<file path="config.mk">
export PLATFORM = sky130hd
export DESIGN_NAME = dot_product_feeder
export DESIGN_NICKNAME = d
export VERILOG_FILES = /design/src/rtl/dot_product_feeder.sv
export SDC_FILE = /design/constraint.sdc
export NUM_CORES = 1
export LEC_CHECK = 0
export ABC_AREA = 0
export ABC_CLOCK_PERIOD_IN_PS = 3400
export CAP_MARGIN = 0
export CORE_AREA = 2 2 275 277
export DETAILED_ROUTE_END_ITERATION = 12
export DIE_AREA = 0 0 277 279
export GPL_ROUTABILITY_DRIVEN = 0
export SYNTH_ARGS = -nofsm -noshare
export SYNTH_HDL_FRONTEND = slang
export SYNTH_SLANG_ARGS = --single-unit
</file>
<file path="constraint.sdc">
create_clock -name clk -period 3.4 [get_ports clk]
set_clock_uncertainty 0.1 [all_clocks]
set_input_delay 0.68 -clock clk [delete_from_list [all_inputs] [get_ports clk]]
set_output_delay 0.68 -clock clk [all_outputs]
set_load 0.02 [all_outputs]
</file>
<file path="src/rtl/dot_product_feeder.sv">
// dot_product_feeder: packs a stream of (a,b) pairs into the eight accelerator
// lanes, zero-padding short frames, pulses acc_start, waits for a fresh done
// (with timeout) and returns the 64-bit result over a valid/ready handshake.
// Ports: clk, rst_n (async, active-low); s_valid/s_ready/s_a/s_b/s_last input
// stream; a0..a7, b0..b7 lanes, acc_start, acc_done, acc_result accelerator
// side; m_valid/m_ready/m_result/m_error result stream; busy (not in LOAD).
module dot_product_feeder #(
    parameter int LANES   = 8,
    parameter int WIDTH   = 32,
    parameter int TIMEOUT = 1024
) (
    input  logic                    clk,
    input  logic                    rst_n,
    input  logic                    s_valid,
    output logic                    s_ready,
    input  logic signed [WIDTH-1:0] s_a,
    input  logic signed [WIDTH-1:0] s_b,
    input  logic                    s_last,
    output logic signed [WIDTH-1:0] a0,
    output logic signed [WIDTH-1:0] a1,
    output logic signed [WIDTH-1:0] a2,
    output logic signed [WIDTH-1:0] a3,
    output logic signed [WIDTH-1:0] a4,
    output logic signed [WIDTH-1:0] a5,
    output logic signed [WIDTH-1:0] a6,
    output logic signed [WIDTH-1:0] a7,
    output logic signed [WIDTH-1:0] b0,
    output logic signed [WIDTH-1:0] b1,
    output logic signed [WIDTH-1:0] b2,
    output logic signed [WIDTH-1:0] b3,
    output logic signed [WIDTH-1:0] b4,
    output logic signed [WIDTH-1:0] b5,
    output logic signed [WIDTH-1:0] b6,
    output logic signed [WIDTH-1:0] b7,
    output logic                    acc_start,
    input  logic                    acc_done,
    input  logic signed [63:0]      acc_result,
    output logic                    m_valid,
    input  logic                    m_ready,
    output logic signed [63:0]      m_result,
    output logic                    m_error,
    output logic                    busy
);

    localparam int CW = $clog2(TIMEOUT) + 1;

    typedef enum logic [2:0] {
        LOAD,
        START,
        WAIT_CLR,
        WAIT_DONE,
        OUTPUT
    } state_t;

    state_t                  state;
    logic [2:0]              idx;
    logic [CW-1:0]           tcnt;
    logic signed [WIDTH-1:0] la [LANES];
    logic signed [WIDTH-1:0] lb [LANES];
    logic                    take;
    logic                    tmo;
    logic                    frame_end;

    // s_ready is only ever high in LOAD, so it alone qualifies the handshake
    assign take      = s_valid & s_ready;
    assign tmo       = (tcnt == CW'(TIMEOUT - 1));
    assign frame_end = s_last | (idx == 3'd7);

    assign a0 = la[0];
    assign a1 = la[1];
    assign a2 = la[2];
    assign a3 = la[3];
    assign a4 = la[4];
    assign a5 = la[5];
    assign a6 = la[6];
    assign a7 = la[7];
    assign b0 = lb[0];
    assign b1 = lb[1];
    assign b2 = lb[2];
    assign b3 = lb[3];
    assign b4 = lb[4];
    assign b5 = lb[5];
    assign b6 = lb[6];
    assign b7 = lb[7];

    always_ff @(posedge clk or negedge rst_n) begin
        if (!rst_n) begin
            state     <= LOAD;
            idx       <= '0;
            tcnt      <= '0;
            s_ready   <= 1'b0;
            busy      <= 1'b0;
            acc_start <= 1'b0;
            m_valid   <= 1'b0;
            m_result  <= '0;
            m_error   <= 1'b0;
            for (int i = 0; i < LANES; i++) begin
                la[i] <= '0;
                lb[i] <= '0;
            end
        end else begin
            acc_start <= 1'b0;
            unique case (state)
                LOAD: begin
                    s_ready <= 1'b1;
                    busy    <= 1'b0;
                    if (take) begin
                        la[idx] <= s_a;
                        lb[idx] <= s_b;
                        if (frame_end) begin
                            idx       <= '0;
                            state     <= START;
                            acc_start <= 1'b1;
                            s_ready   <= 1'b0;
                            busy      <= 1'b1;
                        end else begin
                            idx <= idx + 3'd1;
                        end
                    end
                end
                START: begin
                    tcnt  <= '0;
                    state <= WAIT_CLR;
                end
                WAIT_CLR: begin
                    // a done left high by the previous job must fall first
                    tcnt <= tcnt + CW'(1);
                    if (tmo) begin
                        m_result <= '0;
                        m_error  <= 1'b1;
                        m_valid  <= 1'b1;
                        state    <= OUTPUT;
                    end else if (!acc_done) begin
                        state <= WAIT_DONE;
                    end
                end
                WAIT_DONE: begin
                    tcnt <= tcnt + CW'(1);
                    // done beats a coincident timeout
                    if (acc_done) begin
                        m_result <= acc_result;
                        m_error  <= 1'b0;
                        m_valid  <= 1'b1;
                        state    <= OUTPUT;
                    end else if (tmo) begin
                        m_result <= '0;
                        m_error  <= 1'b1;
                        m_valid  <= 1'b1;
                        state    <= OUTPUT;
                    end
                end
                OUTPUT: begin
                    if (m_ready) begin
                        m_valid <= 1'b0;
                        s_ready <= 1'b1;
                        busy    <= 1'b0;
                        state   <= LOAD;
                        // cleared lanes give zero padding for the next frame
                        for (int i = 0; i < LANES; i++) begin
                            la[i] <= '0;
                            lb[i] <= '0;
                        end
                    end
                end
                default: begin
                    state <= LOAD;
                end
            endcase
        end
    end

endmodule

</file>
-- Word level (Yosys, flattened, before mapping)
Index checks and enable logic that the tools add are counted.
- register bits after elaboration: 598
- input port bits: 134
- output and inout bits: 581
- word-level logic and storage cells: 92
- add/sub/neg operators: 2
- $lt $le $gt $ge: 2
- eq/ne operators: 11
- mux-type cells: 37
- bitwise operators: 3
- reduce and logical (&&, ||, !) cells: 12
- operators with widths (cell ; number):
    case mux 256 bit (2 select lines) ; 2
    two-way mux 256 bit ; 3
    bitwise mux 256 bit ; 2
    two-way mux 64 bit ; 2
    case mux 64 bit (2 select lines) ; 1
    demux 32 bit (select 3 bit) ; 1
    two-way mux 32 bit ; 1
    two-way mux 3 bit ; 8
    case mux 11 bit (2 select lines) ; 1
    case mux 3 bit (5 select lines) ; 1
    adder 11 x 1 -> 11 bit (second input constant) ; 1
    == test 11 x 10 -> 1 bit (second input constant) ; 1
    two-way mux 1 bit ; 11
    == test 3 x 2 -> 1 bit (second input constant) ; 2
    == test 3 bit (second input constant) ; 2
    inequality test 2 bit (second input constant) ; 3
    inequality test 3 bit (second input constant) ; 2
    case mux 1 bit (2 select lines) ; 3
    AND reduction 2 bit ; 3
    nonzero test 2 bit ; 3
    AND reduction 5 bit ; 1
    greater-or-equal comparator 4 bit (second input constant) ; 1
    < comparator 4 x 1 -> 1 bit (second input constant) ; 1
    NOT 3 -> 4 bit ; 1
    other kinds (10) ; 10

-- Logic depth before layout (Yosys ltp)
- depth after elaboration: 8
- mapped depth: 7
- mapped depth without buffers: 5

-- Worst setup path after synthesis
OpenSTA, ideal clock, no wires.
- kind: input port to flip-flop
- start: input s_valid
- end: register la (netlist bit a0[0])
- setup time: 0.079 ns
- arrival time: 1.618 ns
- data required time: 3.221 ns
- setup slack: 1.603 ns
- stages: 6
- buffers on the path: 3
- cells stage by stage: and3b_1 -> buf_2 -> nand4b_1 -> buf_4 -> buf_6 -> mux2i_1
- cells in the longest elaborated chain, start to end: 3
- RTL lines (element ; line ; RTL):
    start, declared ; 14 ; input logic s_valid,
    AND 1 bit ; 65 ; assign take = s_valid & s_ready;
    inequality test 2 bit (no source line) ; n/a ;
    AND reduction 3 bit (no source line) ; n/a ;
    end signal, assigned by index ; 98 ; la[i] <= '0;
    end signal, assigned by index ; 108 ; la[idx] <= s_a;
    end signal, assigned by index ; 160 ; la[i] <= '0;
    end, declared ; 58 ; logic signed [WIDTH-1:0] la [LANES];
Every way passes these cells.
A chain may end at the register's enable or synchronous reset.

-- Worst setup path in the final report
- start: register lb (netlist bit b0[10])
- end: output b0[10]
- RTL lines (element ; line ; RTL):
    start, declared ; 59 ; logic signed [WIDTH-1:0] lb [LANES];
    start signal, assigned by index ; 99 ; lb[i] <= '0;
    start signal, assigned by index ; 109 ; lb[idx] <= s_b;
    start signal, assigned by index ; 161 ; lb[i] <= '0;
    end, declared ; 27 ; output logic signed [WIDTH-1:0] b0,
No word-level cell between the ends.

==> flow_summary.yaml <==
sta:
  slew_violations: 0
  finalSetupTns_ns: 0
  rsz0062_at_grt: "false"
  tightest_slew_ns: 0.851
  fmax_mhz: 396
  fin_crit_ns: 2.52
  period_share: 0.742
  hold_viol: 0
  holdWs_ns: 0.390
  setup_viol: 0
  relSlewSlack: 0.432
grt:
  antenna_found_initial: 0
  overflow: 0
  grt_max_degree: 111
  grt_pass1_wl_um: 126000
  grt_pass1_vias: 19400
  grt_use_total: 0.213
synth:
  synth_seq_cells: 598
  synth_cells: 2052
  syn_area_mm2: 0.0246
  synth-edff-count: 0
  synthesis.nets: 2189
  synth_warnings: 0
  syn_area_per_cell_um2: 12.0
  async_reset_ff_frac: 1.00
  synth_top_flop_cell: "dfrtp_1"
  seq_area_frac_synth: 0.608
  synth.distinct_cells: 43
floorplan:
  die_h_um: 279
  coreArea_mm2: 0.0741
  num_rows: 100
  die_w_um: 277
  io-pin-count: 715
  initial_core_util: 0.332
  die_area_mm2: 0.0773
cts:
  cts_tree: "yes"
  clk_pin_slew_worst_paths_ns: 0.06
  clock_latency_ns: 0.60
  ctsHoldBuffers: 1
  cts_made_buffers: 70
  cts_resized: 0
  numClockSinks: 598
  post-cts-setup-buffer-count: 0
  clock_path_buffers: 3
  root_buffer: "clkbuf_16"
  htree_levels: 3
setup_path:
  path_delay_family: "buffers and inverters"
  critPathLaunchType: "register"
  path_buf_inv: 1
  cp_max_fo: 2
  end_kind: "primary output"
  crit_arrival_ns: 1.74
  cp_slowest_cell: "clkdlybuf4s50_1"
  cp_cell_sequence: "clkdlybuf4s50_1"
  path_class: "reg2out"
  crit_required_ns: 2.62
  slowest_delay_ns: 0.78
pwr:
  p_clk_frac: 0.262
  powerDensity_mw_per_mm2: 825
  switchingPower_mw: 10.4
  peakVddDrop_mv: 0.481
  p_int_mw: 18.6
  seqPwrFrac: 0.364
  combPwrFrac: 0.374
  switching_share: 0.359
  p_leak_nw: 18.9
place:
  dpl.cell_count: 3649
  port-buffer-count: 714
  hpwl_um: 58100
drt:
  antenna_left: 0
  vias: 18300
  vias_per_cell: 4.85
  detail_route.first_pass.iterations: 5
  wirelength_um: 83600
  drtIter0Drc: 994
  wl_per_cell_um: 22.1
  drcViolationCount: 0
final_layout:
  fin_nets: 2890
  n_antenna_cell: 0
  layout-drive-gt1-share: 0.0616
  fin_cells: 3778
  final_util: 0.474
  syn_to_final_growth_pct: 42.7
  largest_register_ffs: 64
  regMostFlops: "m_result"
outcome:
  status: "completed"
min_path:
  hp-class: "reg2reg"
run:
  maxCapViolations: 0
==> worst register-to-register path: cells and delay by family (launching register included) <==
family | cells | cell delay, ns
buffers and inverters | 1 | 0.39
DFF | 1 | 0.53
muxes | 1 | 0.22
and+or+nand+nor | 2 | 1.02
==> stage by stage <==
step	total power [mW]	instance area, um2	worst slack, ns
floorplan	15.6	24600	1.60
global placement	21.3	32800	0.695
detailed placement	21.6	32800	0.660
CTS	29.3	35100	0.844
global route	30.4	35100	0.832
finish	29.0	35100	0.877
==> power groups by stage <==
stage	registers [mW]	clock network, mW	logic, mW
2_1_floorplan	12.9	0	2.76
3_3_place_gp	10.5	0	10.8
3_5_place_dp	10.6	0	11.0
4_1_cts	10.5	7.78	11.0
5_1_grt	10.8	8.10	11.5
6_report	10.5	7.60	10.8
==> worst paths after layout <==
path                               start           end  slack [ns]  cells after the start
max in group asynchronous          rst_n  m_result[29]        1.63                      3
worst min register to register   m_error       m_error        0.39                      1
min in group asynchronous          rst_n        b5[24]        0.55                      2
worst min-delay path             m_error       m_error        0.39                      1
worst max register to register  state[1]        a5[28]        1.00                      4
worst max-delay path              b0[10]        b0[10]        0.88                      1
==> cell usage in the layout, fill, tap and decap left out, types with 4 or more instances in the layout <==
cell type,netlist,final
nand4b_1,5,5
bufinv_16,0,4
o211ai_1,4,4
o2bb2ai_1,64,64
nor2b_1,4,4
clkbuf_16,0,72
nand3_1,8,8
buf_4,11,33
clkbuf_8,0,11
o21ai_0,4,4
inv_1,67,67
buf_12,0,22
nand4_1,8,8
clkbuf_1,60,19
nand2_1,588,588
clkinv_2,0,13
nor2_1,8,7
mux2i_1,512,512
clkdlybuf4s50_1,0,713
dfrtp_1,598,598
==> cells by family after synthesis <==
kind of cell / count (synthesis) / synth area share
DFF: 598 / 0.608
adders and majority gates: 3 / 0.00153
AOI/OAI and AO/OA: 92 / 0.0313
buffers and inverters: 208 / 0.0474
muxes: 514 / 0.209
and+or+nand+nor: 637 / 0.102
==> layer usage <==
| layer | part of all wire | vias to the layer above | global-route usage |
|---|---|---|---|
| li1 | - | 8245 | - |
| met1 | 0.40 | 9366 | 0.257 |
| met2 | 0.49 | 576 | 0.360 |
| met3 | 0.075 | 118 | 0.0637 |
| met4 | 0.030 | 0 | 0.0765 |
| met5 | 0 | - | 0 |
==> cells in the mapped netlist, types with 2 or more instances <==
cell type	instances	area (um2)
buf_6	42	473
nor2b_1	4	25.0
nand2_1	588	2210
nand2b_1	2	12.5
buf_4	11	82.6
o21ai_0	4	20.0
buf_1	4	15.0
nor3_1	2	10.0
nor2_1	8	30.0
or4_1	3	22.5
nand4_1	8	50.1
a22o_1	2	17.5
ha_1	3	37.5
o211ai_1	4	30.0
buf_2	24	120
o31a_1	2	17.5
mux2i_1	512	5120
nand3_1	8	40.0
o311ai_0	3	26.3
clkbuf_1	60	225
inv_1	67	251
a21oi_1	3	15.0
nand4b_1	5	43.8
dfrtp_1	598	15000
o2bb2ai_1	64	561
o22ai_1	2	12.5
a21bo_2	2	20.0
mux2_2	2	22.5
==> final cells by class <==
cell class | count | area [um2]
Inverter | 67 | 251
Clock inverter | 26 | 307
Tap cell | 969 | 1210
Clock buffer | 102 | 2020
Timing Repair Buffer | 770 | 7850
Multi-Input combinational cell | 1246 | 8510
Sequential cell | 598 | 15000
Fill cell | 6716 | 39000
Power figures use the tool's default switching activity.
